--- src/rtl/cpu_instr_sequencer.sv ---
// Program sequencer for simple_cpu: writable 16x20b program memory and a cpu_rst plus instruction issue FSM; loop-at-end is built only with SEQ_LOOP_EN.
// Latency: start sampled at edge N gives cpu_rst after N+1 and N+2, then mem[0] after N+3; each instruction is held HOLD_CYCLES cycles.
// No backpressure: start and prog_we are dropped while a run is active, and abort or rst clears the outputs on the next edge.
module cpu_instr_sequencer #(
    parameter int INSTR_WIDTH     = 20,
    parameter int PROG_DEPTH_BITS = 4,
    parameter int HOLD_CYCLES     = 4
) (
    input  logic                       clk,
    input  logic                       rst,
    input  logic                       prog_we,
    input  logic [PROG_DEPTH_BITS-1:0] prog_addr,
    input  logic [INSTR_WIDTH-1:0]     prog_wdata,
    input  logic                       start,
    input  logic [PROG_DEPTH_BITS:0]   prog_len,
    input  logic                       abort,
    input  logic                       loop,
    output logic [INSTR_WIDTH-1:0]     instruction,
    output logic                       cpu_rst,
    output logic [PROG_DEPTH_BITS-1:0] pc,
    output logic                       busy,
    output logic                       done
);
    localparam int DEPTH = 1 << PROG_DEPTH_BITS;
    localparam int HW    = (HOLD_CYCLES > 1) ? $clog2(HOLD_CYCLES) : 1;
    localparam int LW    = PROG_DEPTH_BITS + 1;
    localparam logic [HW-1:0] HOLD_LAST = HW'(HOLD_CYCLES - 1);
    localparam logic [LW-1:0] LEN_MAX   = LW'(DEPTH);

    typedef enum logic [1:0] {IDLE, CPU_RST, RUN, DONE} state_t;

    state_t                     state, state_n;
    logic [PROG_DEPTH_BITS-1:0] pc_q, pc_n;
    logic [HW-1:0]              hold_cnt, hold_n;
    logic                       rst_cnt, rst_cnt_n;
    logic [LW-1:0]              len_q, len_n;
    logic [INSTR_WIDTH-1:0]     mem [DEPTH];

    logic [INSTR_WIDTH-1:0]     instr_d;
    logic [PROG_DEPTH_BITS-1:0] pc_d;
    logic                       cpu_rst_d, busy_d, done_d;
    logic                       idle_like, last_slot, at_end, loop_en;

    assign idle_like = (state == IDLE) || (state == DONE);
    assign last_slot = (hold_cnt == HOLD_LAST);
    assign at_end    = ({1'b0, pc_q} == (len_q - LW'(1)));

`ifdef SEQ_LOOP_EN
    assign loop_en = loop;
`else
    logic unused_loop;
    assign unused_loop = loop;
    assign loop_en     = 1'b0;
`endif

    // Program memory is deliberately left out of reset.
    always_ff @(posedge clk) begin
        if (prog_we && idle_like && !abort) begin
            mem[prog_addr] <= prog_wdata;
        end
    end

    always_ff @(posedge clk) begin
        if (rst) begin
            state       <= IDLE;
            pc_q        <= '0;
            hold_cnt    <= '0;
            rst_cnt     <= 1'b0;
            len_q       <= '0;
            instruction <= '0;
            cpu_rst     <= 1'b1;
            pc          <= '0;
            busy        <= 1'b0;
            done        <= 1'b0;
        end else begin
            state       <= state_n;
            pc_q        <= pc_n;
            hold_cnt    <= hold_n;
            rst_cnt     <= rst_cnt_n;
            len_q       <= len_n;
            instruction <= instr_d;
            cpu_rst     <= cpu_rst_d;
            pc          <= pc_d;
            busy        <= busy_d;
            done        <= done_d;
        end
    end

    always_comb begin
        state_n   = state;
        pc_n      = pc_q;
        hold_n    = hold_cnt;
        rst_cnt_n = rst_cnt;
        len_n     = len_q;
        if (abort) begin
            state_n   = IDLE;
            pc_n      = '0;
            hold_n    = '0;
            rst_cnt_n = 1'b0;
        end else begin
            case (state)
                IDLE, DONE: begin
                    if (start) begin
                        if (prog_len == '0) begin
                            state_n = DONE;
                        end else begin
                            state_n   = CPU_RST;
                            len_n     = (prog_len > LEN_MAX) ? LEN_MAX : prog_len;
                            pc_n      = '0;
                            hold_n    = '0;
                            rst_cnt_n = 1'b0;
                        end
                    end
                end
                CPU_RST: begin
                    if (rst_cnt) begin
                        state_n   = RUN;
                        rst_cnt_n = 1'b0;
                        hold_n    = '0;
                    end else begin
                        rst_cnt_n = 1'b1;
                    end
                end
                RUN: begin
                    if (last_slot) begin
                        hold_n = '0;
                        if (at_end) begin
                            if (loop_en) begin
                                pc_n = '0;
                            end else begin
                                state_n = DONE;
                            end
                        end else begin
                            pc_n = pc_q + 1'b1;
                        end
                    end else begin
                        hold_n = hold_cnt + HW'(1);
                    end
                end
                default: state_n = IDLE;
            endcase
        end
    end

    // Outputs trail the internal state by one register stage; abort clears them directly.
    always_comb begin
        instr_d   = '0;
        cpu_rst_d = 1'b0;
        pc_d      = pc_q;
        busy_d    = 1'b0;
        done_d    = 1'b0;
        if (abort) begin
            pc_d = '0;
        end else begin
            case (state)
                CPU_RST: begin
                    cpu_rst_d = 1'b1;
                    busy_d    = 1'b1;
                end
                RUN: begin
                    instr_d = mem[pc_q];
                    busy_d  = 1'b1;
                end
                DONE: begin
                    instr_d = instruction;
                    done_d  = 1'b1;
                end
                default: ;
            endcase
        end
    end
endmodule

--- config.mk ---
export PLATFORM = sky130hd
export DESIGN_NAME = cpu_instr_sequencer
export DESIGN_NICKNAME = d
export VERILOG_FILES = /design/src/rtl/cpu_instr_sequencer.sv
export SDC_FILE = /design/constraint.sdc
export NUM_CORES = 1
export LEC_CHECK = 0
export ABC_AREA = 1
export CORE_MARGIN = 4
export CORE_UTILIZATION = 50
export CTS_BUF_LIST = sky130_fd_sc_hd__clkbuf_8
export CTS_CLUSTER_SIZE = 10
export DETAILED_ROUTE_END_ITERATION = 12
export GPL_ROUTABILITY_DRIVEN = 0
export MAX_ROUTING_LAYER = met4
export PLACE_DENSITY = 0.68
export SYNTH_ARGS = -nofsm -noshare
export SYNTH_HDL_FRONTEND = slang
export SYNTH_SLANG_ARGS = --single-unit
--- constraint.sdc ---
create_clock -name clk -period 3.38 [get_ports clk]
set_input_delay 0.845 -clock clk [delete_from_list [all_inputs] [get_ports clk]]
set_output_delay 0.845 -clock clk [all_outputs]
set_load 0.01 [all_outputs]
==> reports/metrics.yaml <==
run_status:
  outcome: "complete, no violations"
yosys:
  yosysMostFrequentCell: "nand2_1"
  ys_seq_area_frac: 0.719
  synth_top_cell_by_area: "edfxtp_1"
  synth_top_family_by_area: "simple AND/OR/NAND/NOR gates"
  yosys.area_share.simple: 0.171
  synth-adder-area-share: 0.00514
  synth_compound_area_frac: 0.0718
  synth.avg_cell_area_sq_um: 11.3
  synth_xor_area_frac: 0
  synth_mux_area_frac: 0
  synth_top_cell_area_share: 0.658
  ys_ff_latch: 365
  yosys-top-cells-count: "483 x nand2_1, 320 x edfxtp_1, 132 x a21oi_1"
  yosysUniqueCellTypes: 23
  synthTopCellsByArea: "edfxtp_1 66%, nand2_1 12%, dfxtp_1 6.2%"
  synth_top_flop_cell: "edfxtp_1"
  synth_edf_count: 320
  yosysWarnings: 0
  syn_area_sq_um: 14600
  syn_inst: 1292
  synth_fp_nets: 1333
  postSynth.asyncResetShare: 0
pwr:
  powerDensity_nw_per_um2: 528
  p_leak_nw: 6.29
  comb_power_share: 0.047
  seq_power_share: 0.558
  internal_power_mw: 6.94
  power_mw: 8.90
  p_clk_frac: 0.395
  vdd_ir_drop_max_uv: 315
  p_sw_mw: 1.96
  swShare: 0.220
clock_tree:
  cts.path.max_buffers: 3
  hold_buffers: 0
  clock-root-buffer: "clkbuf_8"
  cts_buffers: 57
  tritoncts: "built"
  cts_setup_buffers: 0
  clkSlewWorstSetupHoldPaths_ns: 0.06
  insertion_delay_ns: 0.59
  ctsResizeCount: 0
  h-tree-depth: 2
  cts.sinks: 365
global_route:
  grt_first_pass_wirelength_um: 52700
  antenna_found_initial: 0
  top_usage_layer: "met2"
  met2_usage: 0.360
  grt_pass1_vias: 9595
  grt_max_degree: 89
  grt_overflow: 0
  use_met1: 0.291
  grt_usage: 0.220
  grt_use_met3: 0.0323
finish:
  fin_nets: 1416
  fillers: 2304
  area_growth_pct: 15.4
  drive_gt1_frac: 0.0941
setup_path:
  path_cells: "clkdlybuf4s50_1"
  rr_worst_depth: 7
  crit_family: "buffers and inverters"
  r2r_end: "mem[6][3]$_DFFE_PP_"
  ff2ff_setup_slack_ns: 1.09
  worst_ep_arrival_time_ns: 1.52
  critical_path.max_stage_delay_ns: 0.55
  crit_fanout: 2
  reg2reg_from: "state[0]$_SDFFE_PP0P_"
  crit_path_end_kind: "primary output"
  crit_buf_inv: 1
  slowest_stage: "clkdlybuf4s50_1"
  critPathKind: "reg -> out"
  critPathLaunchType: "flop"
  cp_data_required_time_ns: 2.53
die:
  rows: 62
  die_x_um: 179
  die_h_um: 179
  io_pins: 62
  die-area_sq_um: 32000
  core_sq_um: 28800
  initial_core_util: 0.508
place:
  dp_slack_ns: 0.545
  dp_hpwl_um: 18800
  port_buffers: 60
detailed_routing:
  first_pass_iters: 5
  drt_wl_total_um: 33500
  ant_nets: 0
  vias_per_cell: 5.41
  drt-initial-drc-count: 1105
  drc: 0
  vias: 9784
  wl_per_cell_um: 18.5
sta:
  fmax_mhz: 422
  final_hold_viol_count: 0
  tightest_slew_ns: 1.04
  rsz0062_at_grt: "false"
  fin_ws_ns: 1.01
  post-route-min-period_ns: 2.37
  finClkSkew_ns: 0.0212
  drv_slew: 0
  timing.final.crit_share: 0.701
  finalSetupViolCount: 0
  relSlewSlack: 0.306
  fin_setup_tns_ns: 0
min_path:
  whs_endpoint: "instruction[14]$_SDFFE_PP0N_"
  min_path_type: "reg -> reg"
  min_path_cells: 2
  min_from: "instruction[14]$_SDFFE_PP0N_"
run:
  maxCapViolations: 0
==> worst max-delay path by stage <==
stage | startpoint | endpoint | cells after the start
floorplan | prog_we | mem[0][0]$_DFFE_PP_ | 4
global placement | abort | mem[6][3]$_DFFE_PP_ | 5
detailed placement | abort | mem[6][3]$_DFFE_PP_ | 5
CTS | instruction[19]$_SDFFE_PP0N_ | instruction[19] | 1
global route | state[0]$_SDFFE_PP0P_ | mem[3][2]$_DFFE_PP_ | 7
finish | instruction[9]$_SDFFE_PP0N_ | instruction[9] | 1
==> power groups by stage <==
stage          logic, mW  registers [mW]  clock network [mW]
2_1_floorplan      0.222            5.06                   0
3_3_place_gp       0.408            5.06                   0
3_5_place_dp       0.416            5.06                   0
4_1_cts            0.419            4.97                3.58
5_1_grt            0.470            4.97                3.78
6_report           0.417            4.97                3.52
==> flip-flops by register name, summed over array words and instances (netlist names), named ones only <==
name and flops:
busy 1, cpu_rst 1, done 1, hold_cnt 2
instruction 20, len_q 5, mem 320, pc 4
pc_q 4, rst_cnt 1, state 2
==> area by class of cell <==
class                           count  area [sq um]  area share
Multi-Input combinational cell    823          3670       0.218
Clock inverter                     39           170      0.0101
Antenna cell                        1          2.50    0.000148
Timing Repair Buffer               92           941      0.0558
Tap cell                          384           480      0.0285
Inverter                           36           138     0.00816
Clock buffer                       69           950      0.0563
Sequential cell                   365         10500       0.623
==> stage by stage <==
step | instance area [sq um] | cells | hold WS (ns) | util
final | 16900 | 1809 | 0.451 | 0.586
after floorplan | 14600 | 1292 | 0.450 | -
after global routing | 16900 | 1808 | 0.477 | 0.586
after global placement | 15700 | 1700 | 0.437 | 0.547
after CTS | 16900 | 1808 | 0.453 | 0.586
after detailed placement | 15700 | 1700 | 0.438 | 0.547
==> kinds of logic after synthesis <==
group	after synthesis
and+or+nand+nor	630
DFF	365
AOI/OAI and AO/OA	187
buffers and inverters	104
adders and majority gates	6
==> cells in the final DEF, fill, tap and decap left out <==
master and n:
clkinv_1 8, nand4_1 2, clkinv_2 6, clkbuf_8 69
nor2_2 17, o211a_1 1, diode_2 1, inv_4 1
ha_1 6, clkdlybuf4s50_1 60, buf_4 24, nor3_2 1
nand2_1 483, nor2_1 30, inv_1 55, a211oi_1 1
dfxtp_1 43, o211ai_1 1, clkinvlp_4 1, buf_12 8
dfxtp_4 1, a21oi_1 132, dfxtp_2 1, inv_8 1
inv_6 1, nor2_4 1, edfxtp_1 320, o31ai_1 41
o21ai_0 11, inv_2 2, nand3_1 96
==> routing by layer <==
layer / wire length, um / part of all wire / vias up
li1: - / - / 4658
met1: 14000 / 0.42 / 4723
met2: 16600 / 0.50 / 350
met3: 2250 / 0.067 / 53
met4: 637 / 0.019 / 0
met5: 0 / 0 / -
(Power assumes the default switching activity.)
